File: config.mk
export PLATFORM = sky130hd
export DESIGN_NAME = bcd_sseg_mux_amisha_flat
export DESIGN_NICKNAME = d
export VERILOG_FILES = /design/src/rtl/bcd_sseg_mux_amisha_if.sv /design/src/rtl/bcd_sseg_mux_amisha.sv /design/src/flat_wrapper.sv
export SDC_FILE = /design/constraint.sdc
export NUM_CORES = 1
export LEC_CHECK = 0
export BUFFER_PORTS_ARGS = -buffer_cell sky130_fd_sc_hd__buf_4
export CORE_MARGIN = 4
export CORE_UTILIZATION = 55
export DETAILED_ROUTE_END_ITERATION = 16
export PLACE_DENSITY_LB_ADDON = 0.3
export SLEW_MARGIN = 10
export SYNTH_ARGS = -nofsm -noshare
export SYNTH_HDL_FRONTEND = slang
export SYNTH_SLANG_ARGS = --single-unit
File: constraint.sdc
create_clock -name clk_amisha -period 2.15 [get_ports clk_amisha]
set_input_delay 0.1075 -clock clk_amisha [delete_from_list [all_inputs] [get_ports clk_amisha]]
set_output_delay 0.1075 -clock clk_amisha [all_outputs]
set_load 0.05 [all_outputs]
File: src/rtl/bcd_sseg_mux_amisha_if.sv
// Bundle between the BCD converter side and the seven-segment display mux.
// The master drives the capture strobe, digits and decimal points.
// The slave (the display mux) drives the anodes, segments and valid flag.
interface bcd_sseg_mux_amisha_if;
    logic       done_tick_amisha;
    logic [3:0] bcd3_amisha;
    logic [3:0] bcd2_amisha;
    logic [3:0] bcd1_amisha;
    logic [3:0] bcd0_amisha;
    logic [3:0] dp_amisha;
    logic [3:0] an_amisha;
    logic [7:0] sseg_amisha;
    logic       disp_valid_amisha;

    modport master (
        output done_tick_amisha,
        output bcd3_amisha,
        output bcd2_amisha,
        output bcd1_amisha,
        output bcd0_amisha,
        output dp_amisha,
        input  an_amisha,
        input  sseg_amisha,
        input  disp_valid_amisha
    );

    modport slave (
        input  done_tick_amisha,
        input  bcd3_amisha,
        input  bcd2_amisha,
        input  bcd1_amisha,
        input  bcd0_amisha,
        input  dp_amisha,
        output an_amisha,
        output sseg_amisha,
        output disp_valid_amisha
    );
endinterface

File: src/rtl/bcd_sseg_mux_amisha.sv
// Four-digit common-anode seven-segment display multiplexer.
// Latches BCD digits on the converter's done tick and scans them with a
// free-running refresh counter; the display stays blank until the first capture.
// Optional build macro: LEADING_ZERO_BLANK_EN (blank leading zeros of digits 3..1).
module bcd_sseg_mux_amisha #(
    parameter int N = 18
) (
    input  logic                     clk_amisha,
    input  logic                     reset_amisha,
    bcd_sseg_mux_amisha_if.slave     bus
);

    typedef enum logic [1:0] {
        BLANK = 2'b00,
        SHOW  = 2'b01
    } state_t;

    localparam logic [N-1:0] CNT_ONE = {{(N-1){1'b0}}, 1'b1};

    logic [N-1:0] q_q, q_d;
    state_t       state_q, state_d;
    logic [3:0]   dig_q [4];
    logic [3:0]   dig_d [4];
    logic [3:0]   dig_in [4];
    logic         valid_q, valid_d;
    logic [3:0]   an_q, an_d;
    logic [7:0]   sseg_q, sseg_d;
    logic [1:0]   sel;
    logic [3:0]   lit;

    // Active-low segment pattern {dp,g,f,e,d,c,b,a} with dp off; non-BCD shows a dash.
    function automatic logic [7:0] seg_decode(input logic [3:0] v);
        logic [7:0] s;
        case (v)
            4'd0:    s = 8'hC0;
            4'd1:    s = 8'hF9;
            4'd2:    s = 8'hA4;
            4'd3:    s = 8'hB0;
            4'd4:    s = 8'h99;
            4'd5:    s = 8'h92;
            4'd6:    s = 8'h82;
            4'd7:    s = 8'hF8;
            4'd8:    s = 8'h80;
            4'd9:    s = 8'h90;
            default: s = 8'hBF;
        endcase
        return s;
    endfunction

    assign dig_in[0] = bus.bcd0_amisha;
    assign dig_in[1] = bus.bcd1_amisha;
    assign dig_in[2] = bus.bcd2_amisha;
    assign dig_in[3] = bus.bcd3_amisha;

    assign sel = q_q[N-1 -: 2];

    // Free-running refresh counter; only reset clears it.
    always_comb begin
        q_d = q_q + CNT_ONE;
    end

    // Capture FSM: leaves BLANK on the first done tick, re-latches on every tick.
    always_comb begin
        state_d = state_q;
        valid_d = valid_q;
        for (int i = 0; i < 4; i++) begin
            dig_d[i] = dig_q[i];
        end
        if (bus.done_tick_amisha) begin
            for (int i = 0; i < 4; i++) begin
                dig_d[i] = dig_in[i];
            end
            valid_d = 1'b1;
        end
        case (state_q)
            BLANK:   if (bus.done_tick_amisha) state_d = SHOW;
            SHOW:    state_d = SHOW;
            default: state_d = BLANK;
        endcase
    end

    // Which digit slots are lit (leading-zero suppression when enabled).
`ifdef LEADING_ZERO_BLANK_EN
    always_comb begin
        lit    = 4'b0001;
        lit[3] = (dig_q[3] != 4'd0);
        lit[2] = (dig_q[3] != 4'd0) || (dig_q[2] != 4'd0);
        lit[1] = (dig_q[3] != 4'd0) || (dig_q[2] != 4'd0) || (dig_q[1] != 4'd0);
    end
`else
    always_comb begin
        lit = 4'b1111;
    end
`endif

    // Next anode/segment drive for the slot selected this cycle.
    always_comb begin
        an_d   = 4'b1111;
        sseg_d = 8'hFF;
        if ((state_q == SHOW) && lit[sel]) begin
            an_d      = ~(4'b0001 << sel);
            sseg_d    = seg_decode(dig_q[sel]);
            sseg_d[7] = ~bus.dp_amisha[sel];
        end
    end

    // State, latches and registered display outputs.
    always_ff @(posedge clk_amisha or posedge reset_amisha) begin
        if (reset_amisha) begin
            q_q     <= '0;
            state_q <= BLANK;
            valid_q <= 1'b0;
            an_q    <= 4'b1111;
            sseg_q  <= 8'hFF;
            for (int i = 0; i < 4; i++) begin
                dig_q[i] <= 4'd0;
            end
        end else begin
            q_q     <= q_d;
            state_q <= state_d;
            valid_q <= valid_d;
            an_q    <= an_d;
            sseg_q  <= sseg_d;
            for (int i = 0; i < 4; i++) begin
                dig_q[i] <= dig_d[i];
            end
        end
    end

    assign bus.an_amisha         = an_q;
    assign bus.sseg_amisha       = sseg_q;
    assign bus.disp_valid_amisha = valid_q;

endmodule

File: src/flat_wrapper.sv
// flat-port wrapper written by rule: the top's interface ports become plain ports
module bcd_sseg_mux_amisha_flat 
#(
    parameter int N = 18
)
  (clk_amisha, reset_amisha, bus_done_tick_amisha, bus_bcd3_amisha, bus_bcd2_amisha, bus_bcd1_amisha, bus_bcd0_amisha, bus_dp_amisha, bus_an_amisha, bus_sseg_amisha, bus_disp_valid_amisha);
  bcd_sseg_mux_amisha_if bus_i ();
  input  logic clk_amisha;
  input  logic reset_amisha;
  input wire logic [$bits(bus_i.done_tick_amisha)-1:0] bus_done_tick_amisha;
  input wire logic [$bits(bus_i.bcd3_amisha)-1:0] bus_bcd3_amisha;
  input wire logic [$bits(bus_i.bcd2_amisha)-1:0] bus_bcd2_amisha;
  input wire logic [$bits(bus_i.bcd1_amisha)-1:0] bus_bcd1_amisha;
  input wire logic [$bits(bus_i.bcd0_amisha)-1:0] bus_bcd0_amisha;
  input wire logic [$bits(bus_i.dp_amisha)-1:0] bus_dp_amisha;
  output wire logic [$bits(bus_i.an_amisha)-1:0] bus_an_amisha;
  output wire logic [$bits(bus_i.sseg_amisha)-1:0] bus_sseg_amisha;
  output wire logic [$bits(bus_i.disp_valid_amisha)-1:0] bus_disp_valid_amisha;
  assign bus_i.done_tick_amisha = bus_done_tick_amisha;
  assign bus_i.bcd3_amisha = bus_bcd3_amisha;
  assign bus_i.bcd2_amisha = bus_bcd2_amisha;
  assign bus_i.bcd1_amisha = bus_bcd1_amisha;
  assign bus_i.bcd0_amisha = bus_bcd0_amisha;
  assign bus_i.dp_amisha = bus_dp_amisha;
  assign bus_an_amisha = bus_i.an_amisha;
  assign bus_sseg_amisha = bus_i.sseg_amisha;
  assign bus_disp_valid_amisha = bus_i.disp_valid_amisha;
  bcd_sseg_mux_amisha #(.N(N)) u_core (.clk_amisha(clk_amisha), .reset_amisha(reset_amisha), .bus(bus_i));
endmodule
# After elaboration in Yosys (flattened, before gate mapping)
# Memories as Yosys holds them, arrays and structs flattened.
# Index checks and enable logic that the tools add are counted.
op_classes:
  n_bitwise: 3
  eq_ne: 2
  n_mux: 11
  n_shift: 1
  addsub: 1
  n_reduce_logical: 2
  n_lt_le_gt_ge: 2
op_table:
  columns: ["operator", "count"]
  rows:
  - ["adder 18 x 1 -> 18 bit (second input constant)", 1]
  - ["two-way mux 4 bit", 3]
  - ["binary-select mux 4 bit (select 2 bit)", 1]
  - ["two-way mux 8 bit", 1]
  - ["binary-select mux 1 bit (select 2 bit)", 2]
  - ["inverter 4 bit", 1]
  - ["one-hot mux 2 bit (2 select lines)", 1]
  - ["left shift 1 x 2 -> 4 bit (first input constant)", 1]
  - [">= comparator 3 bit (second input constant)", 1]
  - ["less-than comparator 2 x 3 -> 1 bit (second input constant)", 1]
  - ["inverter 2 -> 3 bit", 1]
  - ["== test 2 x 1 -> 1 bit (second input constant)", 1]
  - ["logical NOT 2 bit", 1]
  - ["two-way mux 1 bit", 2]
  - ["two-way mux 2 bit", 1]
  - ["inequality test 2 bit (second input constant)", 1]
  - ["logical AND 1 bit", 1]
  - ["inverter 1 bit", 1]
word_totals:
  mem_bits_ro: 112
  reg_bits: 49
  memories: 1
  in_bits: 23
  output_inout_bits: 13
  word_cells: 32
mem_list:
  columns: ["memory", "words", "width", "rd", "rd_clocked_by_memory_dff", "write_ports", "line_no", "text"]
  rows:
  - ["(name not given)", 16, 7, 1, 0, 0, "bcd_sseg_mux_amisha.sv:34", "case (v)"]

# Depth between registers and ports, before layout
# An unclocked memory read counts as a cell.
logic_depth:
  ltp_word: 6
  depth_mapped: 8
  mapped_depth_nobuf: 7

# Least setup slack after synthesis
# Ideal clock, no wire load.
synth_path:
  path_kind: "register to register"
  startpoint: "register u_core.q_q[17]"
  endpoint: "register u_core.sseg_q[4] (netlist: u_core.bus.sseg_amisha[4])"
  arrival_ns: 1.823
  setup_slack_ns: 0.240
  path_stages_with_launch: 9
  t_required_ns: 2.063
  cell_sequence: "dfrtp_1 -> buf_6 -> mux4_1 -> inv_1 -> ha_1 -> inv_1 -> mux2_4 -> mux2i_1 -> nand2_1"
synth_via:
  elab_chain_cells: 6
  elab_cells_between_ends: 9
  cone_classes: "mux: 6; bitwise: 1; reduce/logical: 1; memory: 1"
synth_lines:
  columns: ["element", "line_no", "text"]
  rows:
  - ["start, declared", "bcd_sseg_mux_amisha.sv:20", "logic [N-1:0] q_q, q_d;"]
  - ["start signal, assigned", "bcd_sseg_mux_amisha.sv:119", "q_q <= q_d;"]
  - ["inverter 2 -> 3 bit (implied by the code)", "bcd_sseg_mux_amisha.sv:102", "sseg_d = seg_decode(dig_q[sel]);"]
  - ["binary-select mux 4 bit (select 2 bit)", "bcd_sseg_mux_amisha.sv:102", null]
  - ["two-way mux 4 bit (implied by the code) (2 in series)", "bcd_sseg_mux_amisha.sv:102", null]
  - ["memory read (16 x 7 bit)", null, null]
  - ["two-way mux 8 bit *", "bcd_sseg_mux_amisha.sv:100", "if ((state_q == SHOW) && lit[sel]) begin"]
  - ["via u_core.sseg_d[4]", "bcd_sseg_mux_amisha.sv:27", "logic [7:0] sseg_q, sseg_d;"]
  - ["end signal, assigned", "bcd_sseg_mux_amisha.sv:123", "sseg_q <= sseg_d;"]
  - ["end, declared", "bcd_sseg_mux_amisha.sv:27", null]
# The timed path passes the listed nets; every way through them passes the cells marked *. The select of a mux whose other input is x is not followed.
# A chain may end at the register's enable or synchronous reset.

# Final worst setup path
# Ends and elaborated chain as after synthesis.

==> impl_metrics.ini <==
[run_status]
status = finished, final reports clean

[setup_path]
r2r_slack_ns = 0.15
end_kind = flop
critPathArrivalTime_ns = 2.22
rr_endpoint = u_core.bus.sseg_amisha[4]
cp_common_cell = inv_1
r2r-start = u_core.q_q[17]
max_stage_delay_ns = 0.60
path_delay_family = multiplexers
r2r.worst_path.cells = 7
path_cells = mux4_2 > inv_1 > ha_1 > inv_1 > mux2_4 > mux2i_1 > nand2_1
critical_path_class = flop to flop
crit_required_ns = 2.37
crit_buf_inv = 2
path_max_fanout = 5
critPathLaunchType = flop
crit_slowest_cell = mux4_2

[routing]
detailedRoute.firstIterationViolations = 67
drc = 0
drt_pass1_iterations = 4
wl_per_cell_um = 14.5
viasPerCell = 5.23
num_vias = 1292
drt-total-wl_um = 3590
final_antenna_net_count = 0

[layout]
syn2layout_area_growth_pct = 20.3
diodes = 0
nets = 228
drive_gt1_frac = 0.417

[logic_synthesis]
avgSynthCellArea_um2 = 13.5
synth_top_area_share = 0.427
synthArstFlopShare = 1.00
ys_seq_area_frac = 0.577
synth-edff-count = 0
yosys_warnings = 0
synth_seq_cells = 48
synthTopCellsByArea = dfrtp_1 43%, dfstp_2 15%, mux2_2 8.5%, xnor2_1 5.4%, mux4_1 5.0%
post-synth-top-area-cell = dfrtp_1
ys_types = 29
synth_ff_type = dfrtp_1
synthCells = 156
synth_fp_nets = 186
syn_area_um2 = 2110

[sta]
worst_pin_slew_ns = 0.894
setup_viol = 0
finClkSkew_ns = 0.00525
hold_viol = 0
fin_crit_ns = 2.00
drv_slew = 0
slew_headroom = 0.400
clock.fmax_mhz = 499
rsz0062_at_grt = no
tns_ns = 0
timing.final.crit_share = 0.932

[clock_network]
clock_path_buffers = 2
h-tree-depth = 2
cts_setup_buffers = 0
cts-buffers-inserted = 5
cts_tree = done
worstSkewPairLatency_ns = 0.30
root_buffer = clkbuf_8
cts.sinks = 48
path_clk_slew_ns = 0.08

[floorplanning]
start_util = 0.572
die_area_um2 = 4890
die_w_um = 69.9
rows = 22
io_pins = 36
coreArea_um2 = 3690
die_h_um = 69.9

[global_route]
grt_pass1_vias = 1425
grt_remaining_overflow = 0
grtUsageTotal = 0.170
grt_pass1_wl_um = 6470
grt_start_max_net_pins = 28
antenna_found_initial = 0

[placed_design]
gp_congestion = 0.839
hpwl_um = 2730
place.port_buffers = 35

[power_and_ir_drop]
switchingPower_uw = 462
pwr-share-seq = 0.537
p_clk_frac = 0.304
combPwrFrac = 0.159
power_density_nw_per_um2 = 730
ir_worst_vdd_mv = 0.541
finalPower_uw = 1850
swShare = 0.250
leakagePower_uw = 0.00114
p_int_uw = 1390

[worst_hold_path]
min_to = u_core.dig_q[9]
hp-class = input port to flop
hp-start = bus_bcd1_amisha[1]
min_delay_path_depth = 2

[job]
max_cap_violations = 0
==> synth_stat cells, types with 2 or more instances <==
cell,n
nand4_1,4
nand3_1,10
o21ai_1,2
mux2_2,16
or2_2,3
xor2_1,3
clkbuf_1,3
mux4_1,4
nor2_1,7
mux2i_1,3
xnor2_1,13
dfrtp_1,36
nand2_1,7
nand3b_1,2
buf_6,2
ha_1,7
dfstp_2,12
o21ai_0,4
inv_1,7
a21oi_1,2
==> through the flow <==
stage / setup WS (ns) / hold slack [ns] / cells / cell area [µm²] / util
final: 0.146 / 0.0350 / 247 / 2540 / 0.688
after global routing: 0.0401 / 0.0222 / 247 / 2540 / 0.688
after CTS: 0.0583 / 0.0199 / 247 / 2540 / 0.689
after detailed placement: 0.0606 / 0.239 / 238 / 2430 / 0.659
after global placement: 0.245 / 0.223 / 238 / 2430 / 0.659
after floorplan: 0.240 / 0.259 / 156 / 2110 / -
==> worst register-to-register path, stage by stage, from the launching register on <==
cell and delay [ns]:
dfrtp_1 0.47, mux4_2 0.60, inv_1 0.13, ha_1 0.18, inv_1 0.05, mux2_4 0.25
mux2i_1 0.17, nand2_1 0.08
==> cells by family (layout without fill, tap and decap cells) <==
logic type	after synthesis	count (layout)	share of synthesized area
DFF	48	48	0.577
and+or+nand+nor	39	39	0.0979
muxes	25	25	0.167
xor gates and xnor gates	16	16	0.0665
buffers and inverters	13	56	0.0309
AOI/OAI and AO/OA	8	8	0.0190
adders and majority gates	7	7	0.0415
==> what timing repair did <==
| item | 4_1_cts | 5_1_grt |
|---|---|---|
| resized for setup | 0 | 1 |
| hold buffers | 1 | 0 |
| hold endpoints to repair | 25 | 0 |
| setup endpoints to repair | 0 | 1 |
==> routing by layer <==
layer,vias up,wire length (µm),global-route usage
met5,-,0,0
met4,0,85,0.0766
met3,7,214,0.0590
met2,36,1780,0.276
met1,630,1510,0.204
li1,619,-,-
==> power by group through the flow <==
stage,clock network [µW],logic [µW],registers [µW]
finish,562,295,993
global route,626,319,1000
CTS,590,299,994
detailed placement,0,297,1010
global placement,0,287,1010
floorplan,0,119,1090
==> placed cells by master, fill, tap and decap left out, types with 2 or more instances in the layout <==
cell       n
nor2_1     7
nand2_1    7
buf_4     40
nand4_1    4
clkbuf_8   7
inv_1      6
or2_2      3
o21ai_0    4
ha_1       7
nand3_1   10
mux4_2     2
dfrtp_1   36
mux2i_1    3
xnor2_1   13
a21oi_1    2
mux4_1     3
nand3b_1   2
mux2_2    16
xor2_1     3
o21ai_1    2
dfstp_2   12
==> worst max path at each step <==
stage	cells past startpoint	start	to
after floorplan	8	u_core.q_q[17]	u_core.bus.sseg_amisha[4]
after global placement	7	u_core.q_q[17]	u_core.bus.sseg_amisha[4]
after detailed placement	7	u_core.q_q[17]	u_core.bus.sseg_amisha[4]
after CTS	7	u_core.q_q[17]	u_core.bus.sseg_amisha[4]
after global routing	7	u_core.q_q[17]	u_core.bus.sseg_amisha[4]
final	7	u_core.q_q[17]	u_core.bus.sseg_amisha[4]
==> cell type report <==
cell class | count | area [µm²]
timing repair buffer | 41 | 310
inverter | 7 | 26.3
multi-input combinational | 95 | 823
sequential | 48 | 1220
tap | 48 | 60.1
fill | 285 | 1150
clock buffer | 8 | 100
==> registers in the layout, indices dropped and copies added (netlist names) <==
signal	flops
u_core.bus.an_amisha	4
u_core.dig_q	16
u_core.q_q	18
u_core.state_q	1
u_core.bus.disp_valid_amisha	1
u_core.bus.sseg_amisha	8
Note: power is estimated with default switching activity, not from simulation.
